### config.mk
export PLATFORM = sky130hd
export DESIGN_NAME = vga_sync_gen
export DESIGN_NICKNAME = d
export VERILOG_FILES = /design/src/rtl/vga_sync_gen.sv
export SDC_FILE = /design/constraint.sdc
export NUM_CORES = 1
export LEC_CHECK = 0
export ABC_AREA = 1
export BUFFER_PORTS_ARGS = -buffer_cell sky130_fd_sc_hd__buf_2
export CAP_MARGIN = 30
export CORE_MARGIN = 1.5
export CORE_UTILIZATION = 50
export DETAILED_ROUTE_END_ITERATION = 16
export PLACE_DENSITY = 0.76
export RECOVER_POWER = 25
export SYNTH_ARGS = -nofsm -noshare
export SYNTH_HDL_FRONTEND = slang
export SYNTH_SLANG_ARGS = --single-unit
### constraint.sdc
create_clock -name clk -period 1.5 [get_ports clk]
set_input_delay 0.3 -clock clk [delete_from_list [all_inputs] [get_ports clk]]
set_output_delay 0.3 -clock clk [all_outputs]
set_load 0.01 [all_outputs]
### src/rtl/vga_sync_gen.sv
// Raster timing generator: pixel/line counters, sync pulses, blanking and
// line/frame/vblank event strobes, all registered with zero skew to pix_x/pix_y.
module vga_sync_gen #(
  parameter int H_VISIBLE = 640,
  parameter int H_FRONT   = 16,
  parameter int H_SYNC    = 96,
  parameter int H_BACK    = 48,
  parameter int V_VISIBLE = 480,
  parameter int V_FRONT   = 10,
  parameter int V_SYNC    = 2,
  parameter int V_BACK    = 33,
  parameter bit SYNC_POL  = 1'b0
) (
  input  logic       clk,
  input  logic       rst,
  input  logic       pix_ce,
  output logic [9:0] pix_x,
  output logic [9:0] pix_y,
  output logic       hsync,
  output logic       vsync,
  output logic       blank,
  output logic       line_start,
  output logic       frame_start,
  output logic       vblank_start,
  output logic [7:0] frame_cnt
);

  localparam int H_TOTAL = H_VISIBLE + H_FRONT + H_SYNC + H_BACK;
  localparam int V_TOTAL = V_VISIBLE + V_FRONT + V_SYNC + V_BACK;

  if (H_TOTAL > 1024 || V_TOTAL > 1024) begin : g_bad_raster
    $error("vga_sync_gen: H_TOTAL and V_TOTAL must both be <= 1024");
  end

  localparam logic [9:0] H_LAST   = 10'(H_TOTAL - 1);
  localparam logic [9:0] V_LAST   = 10'(V_TOTAL - 1);
  localparam logic [9:0] H_VIS    = 10'(H_VISIBLE);
  localparam logic [9:0] V_VIS    = 10'(V_VISIBLE);
  localparam logic [9:0] HS_FIRST = 10'(H_VISIBLE + H_FRONT);
  localparam logic [9:0] HS_LAST  = 10'(H_VISIBLE + H_FRONT + H_SYNC - 1);
  localparam logic [9:0] VS_FIRST = 10'(V_VISIBLE + V_FRONT);
  localparam logic [9:0] VS_LAST  = 10'(V_VISIBLE + V_FRONT + V_SYNC - 1);

  logic [9:0] pix_x_q, pix_x_d;
  logic [9:0] pix_y_q, pix_y_d;
  logic [7:0] frame_cnt_q, frame_cnt_d;
  logic       hsync_q, hsync_d;
  logic       vsync_q, vsync_d;
  logic       blank_q, blank_d;
  logic       line_start_q, line_start_d;
  logic       frame_start_q, frame_start_d;
  logic       vblank_start_q, vblank_start_d;

  always_comb begin
    // NOTE: every output of this block gets a default first, so no path leaves
    // a signal unassigned and no latch is inferred.
    pix_x_d        = pix_x_q;
    pix_y_d        = pix_y_q;
    frame_cnt_d    = frame_cnt_q;
    hsync_d        = hsync_q;
    vsync_d        = vsync_q;
    blank_d        = blank_q;
    line_start_d   = 1'b0;
    frame_start_d  = 1'b0;
    vblank_start_d = 1'b0;

    if (pix_ce) begin
      if (pix_x_q == H_LAST) begin
        pix_x_d      = '0;
        line_start_d = 1'b1;
        if (pix_y_q == V_LAST) begin
          pix_y_d       = '0;
          frame_start_d = 1'b1;
          frame_cnt_d   = frame_cnt_q + 8'd1;
        end else begin
          pix_y_d        = pix_y_q + 10'd1;
          vblank_start_d = (pix_y_d == V_VIS);
        end
      end else begin
        pix_x_d = pix_x_q + 10'd1;
      end

      // Decoded from the next-state counters so they line up with pix_x/pix_y.
      hsync_d = (pix_x_d >= HS_FIRST && pix_x_d <= HS_LAST) ? SYNC_POL : ~SYNC_POL;
      vsync_d = (pix_y_d >= VS_FIRST && pix_y_d <= VS_LAST) ? SYNC_POL : ~SYNC_POL;
      blank_d = (pix_x_d >= H_VIS) || (pix_y_d >= V_VIS);
    end
  end

  // NOTE: sequential state uses non-blocking assignments so every flop samples
  // the pre-edge values regardless of statement order.
  always_ff @(posedge clk or posedge rst) begin
    if (rst) begin
      pix_x_q        <= '0;
      pix_y_q        <= '0;
      frame_cnt_q    <= '0;
      hsync_q        <= ~SYNC_POL;
      vsync_q        <= ~SYNC_POL;
      blank_q        <= 1'b0;
      line_start_q   <= 1'b0;
      frame_start_q  <= 1'b0;
      vblank_start_q <= 1'b0;
    end else begin
      pix_x_q        <= pix_x_d;
      pix_y_q        <= pix_y_d;
      frame_cnt_q    <= frame_cnt_d;
      hsync_q        <= hsync_d;
      vsync_q        <= vsync_d;
      blank_q        <= blank_d;
      line_start_q   <= line_start_d;
      frame_start_q  <= frame_start_d;
      vblank_start_q <= vblank_start_d;
    end
  end

  assign pix_x        = pix_x_q;
  assign pix_y        = pix_y_q;
  assign frame_cnt    = frame_cnt_q;
  assign hsync        = hsync_q;
  assign vsync        = vsync_q;
  assign blank        = blank_q;
  assign line_start   = line_start_q;
  assign frame_start  = frame_start_q;
  assign vblank_start = vblank_start_q;

endmodule
==> impl_results.md <==
* Post-Synth Simple-Gate Area at 0.349
* Tot GR Track Use at 0.251
* Post-Layout Cell Count at 412
* Die area at 0.00446 mm²
* CTS sink count at 34
* Initial antenna violation count at 0
* I/O Buffers at 36
* Int Pwr at 1.90 mW
* Final HPWL DP at 3.69 mm
* Overflow after GRT at 0
* Sw Ratio at 0.363
* Post-route cell area at 0.00296 mm²
* Setup CP Type: reg2reg
* Worst reg2reg endpoint: vsync$_DFFE_PP1P_
* Vias in the first global route at 1889
* WL/cell at 13.2 µm
* Clock power frac at 0.233
* Slew HR at 0.442
* VDD IR-drop max at 639 µV
* Die Width at 66.8 µm
* Unique cell type count in the Yosys netlist at 28
* Final setup TNS at -1890 ps
* Placed Area at 0.00260 mm²
* Drt via density at 5.09
* Final nets at 371
* Worst-Skew Late Latency at 300 ps
* Largest family of logic cells by synthesized area: simple AND/OR/NAND/NOR gates
* Mux share of post-synthesis cell area at 0
* FF-to-FF Start: pix_x[1]$_DFFE_PP0P_
* GPL Wtd Cong at 0.881
* Core ar. at 0.00394 mm²
* Hold buffer count at CTS at 0
* H-tree levels at 2
* DP Cell Count at 399
* Worst Max-Slew Pin Slew at 838 ps
* Hold Fails Final Rpt at 0
* Syn avg cell area at 7.48 µm²
* Largest stage delay on the critical path at 360 ps
* Maximum clock rate at 593 MHz
* Share of cells above drive strength 1 at 0.414
* Post-Syn Instances at 272
* Fill count at 266
* Ant. Diodes at 0
* Slowest-stage cell, CP: dfrtp_1
* Synthesized cell area at 0.00203 mm²
* Synth Area in Compound Gates at 0.0664
* Worst hold path type: in2async
* Hold WS at 240 ps
* Failing checks: setup timing
* Pins Over Slew Limit at 0
* Comb pwr share at 0.386
* Multi-input logic area at 0.00122 mm²
* Crit path to: vsync$_DFFE_PP1P_
* Status: complete, but fails checks
* YS warnings at 0
* CTS root buffer: clkbuf_8
* NetSw at 1.08 mW
* CTS Buf Count at 5
* Setup ws final at -186 ps
* Clk slew on worst S/H paths at 70 ps
* Adder-cell area share of the yosys netlist at 0.0369
* Crit. Startpoint: pix_x[1]$_DFFE_PP0P_
* Cell Rows at 23
* Floorplan die height at 66.8 µm
* First-iteration detailed-routing DRC count at 164
* Final cell utilization of the core at 0.750
* Syn_nets at 281
* Residual DRC at 0
* Arr. time, crit path at 1910 ps
* First-pass GRT wire length at 8.47 mm
* CP startpoint kind: flop
* Critical-path cell list: ha_2, nand2_2, nor2_4, inv_4, nor2_8, inv_4, nand2_1, nand2_2, nor2_2, nand2_2, nor2_1, nor2_1
* FF-to-FF setup slack at -190 ps
* Crit Path Max Fanout at 7
* Most frequent cells in the layout: nand2_1, buf_4, buf_2, dfrtp_1, inv_1
* FF+latch area at 856 µm²
* Post-route ant nets at 0
* Max clock buf depth at 2
* Post-synthesis register bit count at 34
* P_leak at 1.57 nW
* WL final at 5.45 mm
* Final-report setup violation count at 19
* Worst Setup End Kind: flop
* RSZ-0062 raised after global routing: yes
* Reg2reg path depth at 12
* I/O Pins at 37
* WP data required at 1720 ps
* Largest net degree at the start of global routing at 35
* Vias at 2097
* Most common library cell in the layout ignoring fill and taps: nand2_1
* Tmin final at 1690 ps
* First-pass DRT Iterations at 4
* Final Cycle Share at 1.12
* Crit path top cell by count: nand2_2
* Clock Skew at 9.57 ps
* CTS tree: yes
* Sequential share of the synthesized area at 0.419
* Initial Util at 0.516
* Max Cap Viol at 0
* Area grow syn2layout at 45.4%
* Sequential share of power at 0.381
* PwrDens at 1010 mW/mm²
* Post-synthesis xor/xnor area fraction at 0.0603
-- per-stage QoR --
step	power (mW)	worst slack, ps
after CTS	2.90	-149
after floorplan	1.69	-166
after global placement	2.12	-165
after detailed placement	2.15	-208
after global routing	3.18	-307
final	2.99	-186
-- worst max-delay path, delay by kind of cell, from the launching register on --
kind	cells	cell delay [ps]
and+or+nand+nor	9	910
DFF	1	360
adders and majority gates	1	190
buffers and inverters	2	150
-- worst min-delay path by stage --
stage / end / slack [ps] / cells past startpoint
6_report: frame_cnt[6]$_DFFE_PP0P_ / 240 / 3
5_1_grt: pix_x[6]$_DFFE_PP0P_ / 330 / 3
4_1_cts: pix_x[8]$_DFFE_PP0P_ / 100 / 3
3_5_place_dp: pix_x[8]$_DFFE_PP0P_ / 430 / 3
3_3_place_gp: pix_x[8]$_DFFE_PP0P_ / 410 / 3
2_1_floorplan: blank$_DFFE_PP0P_ / 440 / 1
-- power by group through the flow --
stage | Clock [mW] | Sequential [mW] | Combinational, mW
after global routing | 0.748 | 1.15 | 1.27
after floorplan | 0 | 1.26 | 0.432
final | 0.696 | 1.14 | 1.15
after detailed placement | 0 | 1.15 | 1.01
after global placement | 0 | 1.14 | 0.976
after CTS | 0.717 | 1.13 | 1.05
-- final cells by class --
type,count,share of cell area
clock buffers,7,0.0292
flip-flops and latches,34,0.289
multi-input cells,202,0.412
repair buffers,87,0.203
inverters,32,0.0448
well taps,50,0.0212
-- cells in the mapped netlist --
| cell type | number | share of area |
|---|---|---|
| o22ai_1 | 2 | 0.0061 |
| xor2_1 | 10 | 0.043 |
| nand4_1 | 6 | 0.018 |
| ha_1 | 6 | 0.037 |
| and3_1 | 1 | 0.0031 |
| nor3_1 | 2 | 0.0049 |
| nand3b_1 | 1 | 0.0037 |
| inv_1 | 30 | 0.055 |
| nor2_2 | 1 | 0.0031 |
| nor2_4 | 1 | 0.0055 |
| nor2_8 | 2 | 0.020 |
| nand2_1 | 83 | 0.15 |
| o21ai_1 | 2 | 0.0049 |
| xnor2_1 | 4 | 0.017 |
| clkbuf_1 | 3 | 0.0055 |
| o21bai_1 | 1 | 0.0037 |
| nand2_2 | 2 | 0.0061 |
| nand3_1 | 18 | 0.044 |
| o21ai_0 | 18 | 0.044 |
| nand3_2 | 2 | 0.0098 |
| inv_2 | 2 | 0.0037 |
| dfstp_2 | 2 | 0.026 |
| nor2_1 | 34 | 0.063 |
| nand2_4 | 2 | 0.011 |
| or2_2 | 1 | 0.0031 |
| dfrtp_1 | 32 | 0.39 |
| a21oi_1 | 3 | 0.0074 |
| buf_4 | 1 | 0.0037 |
-- cells by family after synthesis --
| family | after synthesis |
|---|---|
| AND/OR/NAND/NOR | 156 |
| XOR/XNOR | 14 |
| adder cells (fa/ha/maj) | 6 |
| AO/OA/AOI/OAI | 26 |
| flip-flops | 34 |
| buffers and inverters | 36 |
-- layer usage --
metal  GRT usage  vias to the layer above  share of wire
met5           0                        -              0
met4      0.0918                        0          0.013
met3      0.0608                       11          0.056
met2       0.399                       70           0.49
met1       0.333                      985           0.44
li1            -                     1031              -
-- repair_timing --
action,in CTS,in global routing
endpoints found under the setup margin,18,29
cloned,0,0
buffers inserted,3,5
pin swaps,5,14
resized for setup,25,49
No activity file was read; power rests on OpenSTA's default activity.
